--- src/rtl/datapath_ctrl.sv ---
// datapath_ctrl: multi-cycle LEGv8-subset sequencer for dataPath_V2.
// Fetches, decodes and drives the per-cycle control word.
module datapath_ctrl (
  input  logic        clock,
  input  logic        reset,
  input  logic        run,
  output logic [31:0] instr_addr,
  output logic        instr_req,
  input  logic        instr_valid,
  input  logic [31:0] instr,
  output logic [4:0]  SA,
  output logic [4:0]  SB,
  output logic [4:0]  DA,
  output logic [4:0]  FS,
  output logic        C0,
  output logic [63:0] k,
  output logic        B_Sel,
  output logic        EN_B,
  output logic        EN_ALU,
  output logic        EN_ADDR_ALU,
  output logic        ram_cs,
  output logic        ram_write_en,
  output logic        ram_read_en,
  output logic [1:0]  ramOutsize,
  output logic        w_reg,
  output logic        retire,
  output logic        illegal
);

  typedef enum logic [2:0] {
    IDLE, FETCH, DECODE, EXEC, MEM, HALT
  } state_t;

  typedef struct packed {
    logic        bad;
    logic        mem;
    logic        ld;
    logic [4:0]  sa;
    logic [4:0]  sb;
    logic [4:0]  da;
    logic [4:0]  fs;
    logic        c0;
    logic        bsel;
    logic [63:0] k;
  } dec_t;

  localparam dec_t RST_DEC = '{
    bad: 1'b0, mem: 1'b0, ld: 1'b0,
    sa: 5'd31, sb: 5'd31, da: 5'd31,
    fs: 5'd0, c0: 1'b0, bsel: 1'b0,
    k: 64'd0
  };

  function automatic dec_t decode(input logic [31:0] i);
    dec_t        d;
    logic [10:0] op11;
    logic [9:0]  op10;
    logic [63:0] zimm;
    logic [63:0] simm;
    op11 = i[31:21];
    op10 = i[31:22];
    zimm = {52'd0, i[21:10]};
    simm = {{55{i[20]}}, i[20:12]};
    d    = '0;
    d.sa = i[9:5];
    d.sb = i[20:16];
    d.da = i[4:0];
    unique case (1'b1)
      op11 == 11'b10001011000: d.fs = 5'b01000;
      op11 == 11'b11001011000: begin
        d.fs = 5'b01001;
        d.c0 = 1'b1;
      end
      op11 == 11'b10001010000: d.fs = 5'b00000;
      op11 == 11'b10101010000: d.fs = 5'b01100;
      op10 == 10'b1001000100: begin
        d.fs   = 5'b01000;
        d.bsel = 1'b1;
        d.sb   = 5'd31;
        d.k    = zimm;
      end
      op10 == 10'b1101000100: begin
        d.fs   = 5'b01001;
        d.c0   = 1'b1;
        d.bsel = 1'b1;
        d.sb   = 5'd31;
        d.k    = zimm;
      end
      op10 == 10'b1001001000: begin
        d.fs   = 5'b00000;
        d.bsel = 1'b1;
        d.sb   = 5'd31;
        d.k    = zimm;
      end
      op10 == 10'b1011001000: begin
        d.fs   = 5'b01100;
        d.bsel = 1'b1;
        d.sb   = 5'd31;
        d.k    = zimm;
      end
      op11 == 11'b11111000010: begin
        d.fs   = 5'b01000;
        d.bsel = 1'b1;
        d.k    = simm;
        d.mem  = 1'b1;
        d.ld   = 1'b1;
        d.sb   = 5'd31;
      end
      op11 == 11'b11111000000: begin
        d.fs   = 5'b01000;
        d.bsel = 1'b1;
        d.k    = simm;
        d.mem  = 1'b1;
        d.sb   = i[4:0];
        d.da   = 5'd31;
      end
      default: d.bad = 1'b1;
    endcase
    return d;
  endfunction

  state_t state;
  dec_t   cur;
  dec_t   fd;

  always_comb fd = decode(instr);

  assign SA         = cur.sa;
  assign SB         = cur.sb;
  assign DA         = cur.da;
  assign FS         = cur.fs;
  assign C0         = cur.c0;
  assign k          = cur.k;
  assign B_Sel      = cur.bsel;
  assign ramOutsize = 2'b11;

  always_ff @(posedge clock or negedge reset) begin
    if (!reset) begin
      state        <= IDLE;
      cur          <= RST_DEC;
      instr_addr   <= '0;
      instr_req    <= 1'b0;
      EN_B         <= 1'b0;
      EN_ALU       <= 1'b0;
      EN_ADDR_ALU  <= 1'b0;
      ram_cs       <= 1'b0;
      ram_write_en <= 1'b0;
      ram_read_en  <= 1'b0;
      w_reg        <= 1'b0;
      retire       <= 1'b0;
      illegal      <= 1'b0;
    end else begin
      EN_B         <= 1'b0;
      EN_ALU       <= 1'b0;
      EN_ADDR_ALU  <= 1'b0;
      ram_cs       <= 1'b0;
      ram_write_en <= 1'b0;
      ram_read_en  <= 1'b0;
      w_reg        <= 1'b0;
      retire       <= 1'b0;
      unique case (state)
        IDLE: if (run) begin
          state     <= FETCH;
          instr_req <= 1'b1;
        end
        FETCH: if (instr_valid) begin
          cur       <= fd;
          instr_req <= 1'b0;
          state     <= DECODE;
        end
        DECODE: if (cur.bad) begin
          state   <= HALT;
          illegal <= 1'b1;
        end else if (cur.mem) begin
          state       <= EXEC;
          EN_ADDR_ALU <= 1'b1;
          ram_cs      <= 1'b1;
        end else begin
          state      <= EXEC;
          EN_ALU     <= 1'b1;
          w_reg      <= 1'b1;
          retire     <= 1'b1;
          instr_addr <= instr_addr + 32'd4;
        end
        EXEC: if (cur.mem) begin
          state        <= MEM;
          EN_ADDR_ALU  <= 1'b1;
          ram_cs       <= 1'b1;
          ram_read_en  <= cur.ld;
          w_reg        <= cur.ld;
          EN_B         <= !cur.ld;
          ram_write_en <= !cur.ld;
          retire       <= 1'b1;
          instr_addr   <= instr_addr + 32'd4;
        end else begin
          state     <= run ? FETCH : IDLE;
          instr_req <= run;
        end
        MEM: begin
          state     <= run ? FETCH : IDLE;
          instr_req <= run;
        end
        HALT: state <= HALT;
        default: state <= IDLE;
      endcase
    end
  end

endmodule

--- config.mk ---
export PLATFORM = sky130hd
export DESIGN_NAME = datapath_ctrl
export DESIGN_NICKNAME = d
export VERILOG_FILES = /design/src/rtl/datapath_ctrl.sv
export SDC_FILE = /design/constraint.sdc
export NUM_CORES = 1
export LEC_CHECK = 0
export CORE_MARGIN = 1.5
export CORE_UTILIZATION = 40
export DETAILED_ROUTE_END_ITERATION = 7
export PLACE_DENSITY = 0.77
export SYNTH_ARGS = -nofsm -noshare
export SYNTH_HDL_FRONTEND = slang
export SYNTH_SLANG_ARGS = --single-unit
--- constraint.sdc ---
create_clock -name clock -period 2 [get_ports clock]
set_input_delay 0.6 -clock clock [delete_from_list [all_inputs] [get_ports clock]]
set_output_delay 0.6 -clock clock [all_outputs]
set_load 0.02 [all_outputs]
Word-level counts from Yosys, hierarchy flattened
Index checks and enable logic that the tools add are counted.
{"block": "op_classes", "n_addsub": 1, "mul": 0, "div_mod_pow": 0, "magnitude_cmp": 0, "eq_ne": 21, "shifts": 0, "mux": 34, "bitwise": 0, "n_reduce_logical": 16}
{"operator": "$pmux 65 s2", "count": 1}
{"operator": "$mux 32", "count": 3}
{"operator": "$eq 11x11->1 const B", "count": 6}
{"operator": "$pmux 32 s2", "count": 1}
{"operator": "$eq 10x10->1 const B", "count": 4}
{"operator": "$add 32x3->32 const B", "count": 1}
{"operator": "$pmux 3 s6", "count": 1}
{"operator": "$mux 1", "count": 17}
{"operator": "$mux 3", "count": 4}
{"operator": "$ne 2x2->1 const B", "count": 6}
{"operator": "$pmux 4 s3", "count": 1}
{"operator": "$pmux 5 s2", "count": 1}
{"operator": "$reduce_or 10->1", "count": 1}
{"operator": "$reduce_and 4->1", "count": 2}
{"operator": "$reduce_or 4->1", "count": 2}
{"operator": "$eq 3x2->1 const B", "count": 2}
{"operator": "$eq 3x3->1 const B", "count": 2}
{"operator": "$pmux 1 s2", "count": 3}
{"operator": "$reduce_and 2->1", "count": 3}
{"operator": "$reduce_or 2->1", "count": 3}
{"operator": "$mux 5", "count": 1}
{"operator": "$reduce_or 5->1", "count": 1}
{"operator": "$pmux 1 s4", "count": 1}
{"operator": "$reduce_bool 4->1", "count": 1}
{"operator": "4 further kinds", "count": 4}
{"block": "word_totals", "reg_bits": 132, "latch_bits": 0, "ramBits": 0, "rom_bits": 0, "input_bits": 36, "output_inout_bits": 130, "wordCells": 92, "mem_count": 0}

Longest topological paths before layout
Gate-level depths: netlist (run 1).
{"block": "depth", "word_depth": 4, "depth_mapped": 7, "depth_no_buf": 5}

Worst setup path after synthesis (run 1)
OpenSTA, ideal clock, no wires.
{"block": "synth_timing", "kind": "in2reg", "startpoint": "input port instr[22]", "endpoint": "register cur[88] (netlist name)", "setup_ns": 0.121, "arrival_ns": 1.853, "required_ns": 1.879, "path_slack_ns": 0.026, "stages": 4, "n_path_buf": 0, "path_cell_list": "or4b_4 -> a2111o_1 -> and2_1 -> a22o_1"}
{"block": "synth_between", "elab_chain_cells": 3, "elab_cells_between_ends": 12, "classes_between": "eq/ne (10); mux (1); reduce/logical (1)"}
{"element": "start: declaration", "line": "10", "rtl": "input logic [31:0] instr,"}
{"element": "$eq 11x11->1 (tied with other cells)", "line": "69", "rtl": "op11 == 11'b10001011000: d.fs = 5'b01000;"}
{"element": "$reduce_or 10->1 (no source line) *"}
{"element": "$mux 1 *", "line": "68", "rtl": "unique case (1'b1)"}
{"element": "end signal: assignment", "line": "140", "rtl": "cur <= RST_DEC;"}
{"element": "end signal: assignment", "line": "167", "rtl": "cur <= fd;"}
{"element": "end: declaration", "line": "123", "rtl": "dec_t cur;"}
Mark *: on every way between the ends. The rest lies on a longest branch, timed or not.
A chain may end at the register's enable or synchronous reset.

Final worst setup path (run 1)
{"block": "layout_timing", "startpoint": "input port instr[25]", "endpoint": "register cur[88] (netlist name)"}
The elaborated chain is that of the path after synthesis.

==> impl_metrics.csv, run 1 <==
group,metric,value,unit
grt,gr-total-overflow,0,
layout,fill_cells,925,
pwr,pwr-share-seq,40.6,%
critical_path,worst_path_largest_cell_delay,0.49,ns
logic_synthesis,syn_area_per_cell,9.62,µm²
grt,grt_pass1_wl,16300,µm
critical_path,crit_slowest_cell,"or3b_2",
drt,postRouteAntennaNets,0,
critical_path,r2r_cells,5,
worst_hold_path,hold_path.class,"input pin to async pin",
logic_synthesis,synthTopCellsByArea,"dfrtp_1, buf_4, dfstp_2",
pwr,p_clk_share,19.7,%
critical_path,cp.depth,5,
logic_synthesis,synth_cell_types,44,
floorplanning,die_h,106,µm
clock_tree,cts_tree,"done",
drt,drt_wl_total,10100,µm
pwr,switching_share,36.2,%
timing,period_share,98.1,%
clock_tree,cts_setup_buffers,0,
layout,largest_register,"instr_addr",
grt,grt_pass1_vias,3246,
logic_synthesis,synthCells,439,
clock_tree,cts-buffers-inserted,9,
timing,finalClockSkew,0.00857,ns
critical_path,path_class,"input pin to flop",
pwr,ir_worst_vdd,635,µV
critical_path,path_buf_inv,1,
place,place.gp.congestion,0.891,
logic_synthesis,ys.warnings.count,0,
critical_path,critPathCaptureType,"flop",
logic_synthesis,synth-edff-count,0,
drt,num_vias,3274,
pwr,leakagePower,2.92,nW
clock_tree,cts_sinks,77,
timing,rsz0062_at_grt,"yes",
clock_tree,cts_buffer_depth,2,
drt,wl_per_cell,14.9,µm
critical_path,critPathMaxFanout,5,
drt,post-route-drc-count,0,
clock_tree,cts_root_buf,"clkbuf_8",
layout,post-route-cell-area,0.00570,mm²
pwr,power.switching,2.06,mW
logic_synthesis,yosysSeqAreaShare,46.0,%
pwr,p_per_area,1000,mW/mm²
timing,clock.fmax,510,MHz
drt,via_per_inst,4.82,
grt,grtUsageTotal,18.3,%
critical_path,cp-start-kind,"input pin",
layout,final_nets,576,
flow_run,cap_violations,0,
logic_synthesis,async_flop_share,100,%
clock_tree,clkLatencyLatePin,0.34,ns
timing,setup_viol,0,
timing,hold_viol,0,
grt,antenna_found_initial,0,
critical_path,crit_family,"simple AND/OR/NAND/NOR gates",
drt,drt_iter0_markers,102,
place,dpl.hpwl,7540,µm
pwr,internal-power,3.64,mW
layout,num_antenna_cells,0,
logic_synthesis,synth_flop_cell,"dfrtp_1",
timing,finalSetupTns,0,ns
timing,finalMaxSlewViolations,0,
floorplanning,die_x,106,µm
floorplanning,die-area,0.0112,mm²
floorplanning,rows,37,
logic_synthesis,synth_area,0.00423,mm²
logic_synthesis,synthTopCellsByCount,"buf_4, dfrtp_1, nor2_1",
logic_synthesis,yosysMostFrequentCell,"buf_4",
critical_path,cp.required,2.22,ns
drt,first_pass_iters,4,
critical_path,critPathArrivalTime,2.18,ns
clock_tree,h-tree-depth,3,
place,port_buffers,159,
logic_synthesis,synth-seq-cells,77,
timing,min_period,1.96,ns
layout,largest_register_ffs,30,
clock_tree,clk_pin_slew,0.08,ns
floorplanning,io_pins,166,
logic_synthesis,yosysTopAreaCellShare,36.7,%
critical_path,path_cells,"dlygate4sd2_1 -> or3b_2 -> a2111o_1 -> and2_4 -> a22o_1",
grt,grt_max_degree,53,
pwr,comb_power_share,39.7,%
place,place_area,0.00557,mm²
layout,final_layout_size_suffix_gt1_share,14.5,%
logic_synthesis,netlist.top_cell.by_area,"dfrtp_1",
run_status,status,"finished, final reports clean",
layout,syn_to_final_growth,34.9,%
floorplanning,core-area,0.0103,mm²
floorplanning,start_util,41.1,%
[kinds of logic (layout without fill, tap and decap cells)]
logic type               Yosys count  count (layout)  synth area share (%)
AND/OR/NAND/NOR                  161             161                  19.5
buffers and inverters            112             212                  18.4
flip-flops                        77              77                  46.0
AO/OA/AOI/OAI                     54              54                  8.79
XOR/XNOR                          29              29                  6.01
multiplexers                       3               3                 0.770
other                              2               6                 0.178
adder cells (fa/ha/maj)            1               1                 0.296
[placed cells by master, fill, tap and decap left out, drive strengths merged, types with 4 or more instances in the layout]
master | netlist | routed
xor2 | 4 | 4
xnor2 | 25 | 25
clkbuf | 11 | 10
dfstp | 15 | 15
and3 | 5 | 5
nand4 | 21 | 21
dlymetal6s2s | 0 | 10
conb | 2 | 6
buf | 95 | 33
and4 | 4 | 4
a31oi | 4 | 4
nor2 | 49 | 49
or3b | 4 | 4
nand2 | 45 | 45
a221oi | 8 | 8
dlygate4sd2 | 0 | 92
inv | 6 | 6
clkdlybuf4s50 | 0 | 55
a21oi | 12 | 12
nand3 | 9 | 9
o21ai | 18 | 18
nor2b | 5 | 5
a211oi | 5 | 5
dfrtp | 62 | 62
[through the flow]
stage	setup slack, ns	hold WS, ns	cells	power, mW	utilization [%]
floorplan	0.0258	0.304	443	3.90	-
global placement	-0.446	0.447	663	4.68	54.2
CTS	0.000245	0.186	678	5.77	54.8
detailed placement	-0.528	0.447	663	4.75	54.2
global route	-0.000518	0.198	679	6.05	55.5
finish	0.0374	0.199	679	5.70	55.5
[power by group through the flow]
| stage | sequential (mW) | combinational [mW] | clock, mW |
|---|---|---|---|
| final | 2.31 | 2.26 | 1.12 |
| after global routing | 2.37 | 2.45 | 1.23 |
| after CTS | 2.32 | 2.29 | 1.17 |
| after detailed placement | 2.34 | 2.41 | 0 |
| after global placement | 2.34 | 2.34 | 0 |
| after floorplan | 2.33 | 1.57 | 0 |
[layer usage]
layer | track usage (%) | vias up | wire length, µm
met1 | 23.3 | 1575 | 4280
met2 | 31.0 | 106 | 5220
met3 | 5.01 | 2 | 575
li1 | - | 1591 | -
met4 | 3.96 | 0 | 14
met5 | 0 | - | 0
[what timing repair did]
action / CTS / global route
hold buffers: 0 / 0
gates resized for setup: 94 / 19
gates cloned: 0 / 1
setup endpoints to repair: 98 / 36
pin swaps: 4 / 2
[worst paths after layout]
path / from / endpoint / slack [ns]
hold reg to reg: SA[0] / SA[0] / 0.46
min in group clock: SA[0] / SA[0] / 0.46
setup / recovery: instr[25] / cur[88] / 0.04
hold / removal: reset / instr_addr[6] / 0.20
setup reg to reg: state[0] / instr_addr[26] / 0.16
max in group asynchronous: reset / SA[3] / 1.18
[area by class of cell]
cell class              count  area (µm²)  share of cell area, %
flip-flops and latches     77        1950                   34.1
repair buffers            191        1820                   31.8
multi-input cells         254        1570                   27.5
well taps                 136         170                   2.98
clock buffers              10         128                   2.24
clock inverters             5        52.6                  0.922
inverters                   6        22.5                  0.395
Power figures use the tool's default switching activity.
==> run 2, diff against run 1 <==
--- a/config.mk
+++ b/config.mk
@@ -5,7 +5,6 @@
 export SDC_FILE = /design/constraint.sdc
 export NUM_CORES = 1
 export LEC_CHECK = 0
-export CORE_MARGIN = 1.5
 export CORE_UTILIZATION = 40
 export DETAILED_ROUTE_END_ITERATION = 7
 export PLACE_DENSITY = 0.77
==> run 2 against run 1 <==
Effect of this change:
- non-clock buffer count grew 2
- cell count increased by 0.44%
- flip-flop and latch count unchanged
- sequential share of layout area down 0.25 points
- clock-buffer cell count did not move
- critical endpoint is now SB[0]
==> impl_metrics.csv, run 2 (synthesis gave the netlist of run 1 again) <==
group,metric,value,unit
layout,seq_area,0.00195,mm²
clock_tree,h-tree-depth,3,
layout,largest_register_ffs,30,
timing,finalMaxSlewViolations,0,
grt,grt_pass1_vias,3212,
drt,num_vias,3366,
flow_run,cap_violations,0,
timing,whs,0.188,ns
grt,grt_pass1_wl,15900,µm
place,dpl.hpwl,7350,µm
layout,fill_cells,966,
grt,grtUsageTotal,18.1,%
clock_tree,cts_tree,"done",
worst_hold_path,hold_path.class,"input pin to async pin",
pwr,internal-power,3.66,mW
timing,min_period,1.99,ns
critical_path,critPathMaxFanout,13,
pwr,ir_worst_vdd,609,µV
critical_path,cp.required,2.28,ns
timing,setup_viol,0,
layout,num_antenna_cells,0,
layout,final_nets,578,
clock_tree,cts-buffers-inserted,9,
floorplanning,start_util,41.1,%
layout,final_cell_mix,"dlygate4sd2_1, dfrtp_1, clkdlybuf4s50_1, nor2_1, nand2_1",
drt,via_per_inst,4.94,
clock_tree,clk_pin_slew,0.09,ns
floorplanning,die_x,105,µm
run_status,status,"finished, final reports clean",
layout,final_layout_size_suffix_gt1_share,15.0,%
layout,multi_input_area,0.00157,mm²
critical_path,cp-start-kind,"input pin",
floorplanning,core-area,0.0103,mm²
place,pre_cts_ws,-0.500,ns
timing,finalSetupTns,0,ns
grt,grt_max_degree,53,
clock_tree,cts_buffer_depth,2,
grt,gr-total-overflow,0,
critical_path,path_class,"input pin to flop",
pwr,leakagePower,2.96,nW
timing,hold_viol,0,
clock_tree,cts_sinks,77,
timing,worst_slack,0.0130,ns
clock_tree,holdBufCountCts,0,
pwr,p_per_area,999,mW/mm²
floorplanning,rows,37,
grt,antenna_found_initial,0,
pwr,switching_share,36.3,%
place,port_buffers,159,
layout,final_common_cell,"dlygate4sd2_1",
floorplanning,io_pins,166,
drt,first_pass_iters,4,
critical_path,critPathCaptureType,"flop",
pwr,total_power,5.74,mW
drt,drt_iter0_markers,125,
clock_tree,cts_root_buf,"clkbuf_8",
floorplanning,die_h,105,µm
timing,finalClockSkew,0.0171,ns
floorplanning,die-area,0.0110,mm²
drt,wl_per_cell,14.6,µm
pwr,pwr-share-seq,40.3,%
timing,clock.fmax,503,MHz
place,place.gp.congestion,0.856,
drt,postRouteAntennaNets,0,
drt,post-route-drc-count,0,
clock_tree,clkLatencyLatePin,0.35,ns
layout,largest_register,"instr_addr",
drt,drt_wl_total,9950,µm
pwr,comb_power_share,39.6,%
layout,syn_to_final_growth,35.9,%
critical_path,critPathArrivalTime,2.26,ns
pwr,power.switching,2.08,mW
pwr,p_clk_share,20.0,%
timing,period_share,99.4,%
-- run 2: worst paths after layout --
kind / from / to / slack [ns] / depth (start not counted)
setup / recovery: instr[24] / SB[0] / 0.01 / 7
hold / removal: reset / instr_addr[10] / 0.19 / 1
setup reg to reg: state[0] / instr_addr[18] / 0.17 / 5
hold reg to reg: SA[4] / SA[4] / 0.46 / 2
max in group asynchronous: reset / SA[2] / 1.22 / 2
min in group clock: SA[4] / SA[4] / 0.46 / 2
-- run 2: area by class of cell --
class | instances | share of cell area, %
repair buffers | 193 | 32.1
multi-input cells | 254 | 27.3
well taps | 136 | 2.96
clock buffers | 10 | 2.22
inverters | 6 | 0.392
clock inverters | 6 | 1.07
flip-flops and latches | 77 | 33.9
-- run 2: what timing repair did --
item,in CTS,in global routing
gates cloned,0,1
endpoints found under the setup margin,98,34
setup buffers,0,1
pin swaps,2,3
resized for setup,93,22
-- run 2: layer usage --
layer	GRT usage [%]	part of all wire, %	routed length (µm)
met5	0	0	0
met4	6.54	1.8	181
met3	4.05	4.8	480
met2	30.7	50	4970
met1	22.7	43	4320
-- run 2: critical path: stages --
cell and delay (ns):
clkdlybuf4s50_1 0.46, buf_4 0.17, nor4b_4 0.30, and3_4 0.26, buf_4 0.18, o21ai_0 0.10
a21oi_1 0.18
-- run 2: through the flow --
| stage | cells | instance area, µm² | util (%) |
|---|---|---|---|
| final | 682 | 5740 | 55.9 |
| after global routing | 682 | 5740 | 55.9 |
| after CTS | 680 | 5660 | 55.1 |
| after detailed placement | 664 | 5580 | 54.3 |
| after global placement | 664 | 5580 | 54.3 |
| after floorplan | 443 | 4240 | - |
-- run 2: power groups by stage --
stage / Clock (mW) / Combinational [mW] / Sequential (mW)
6_report: 1.15 / 2.28 / 2.32
5_1_grt: 1.24 / 2.46 / 2.37
4_1_cts: 1.18 / 2.29 / 2.32
3_5_place_dp: 0 / 2.41 / 2.34
3_3_place_gp: 0 / 2.34 / 2.33
2_1_floorplan: 0 / 1.57 / 2.33
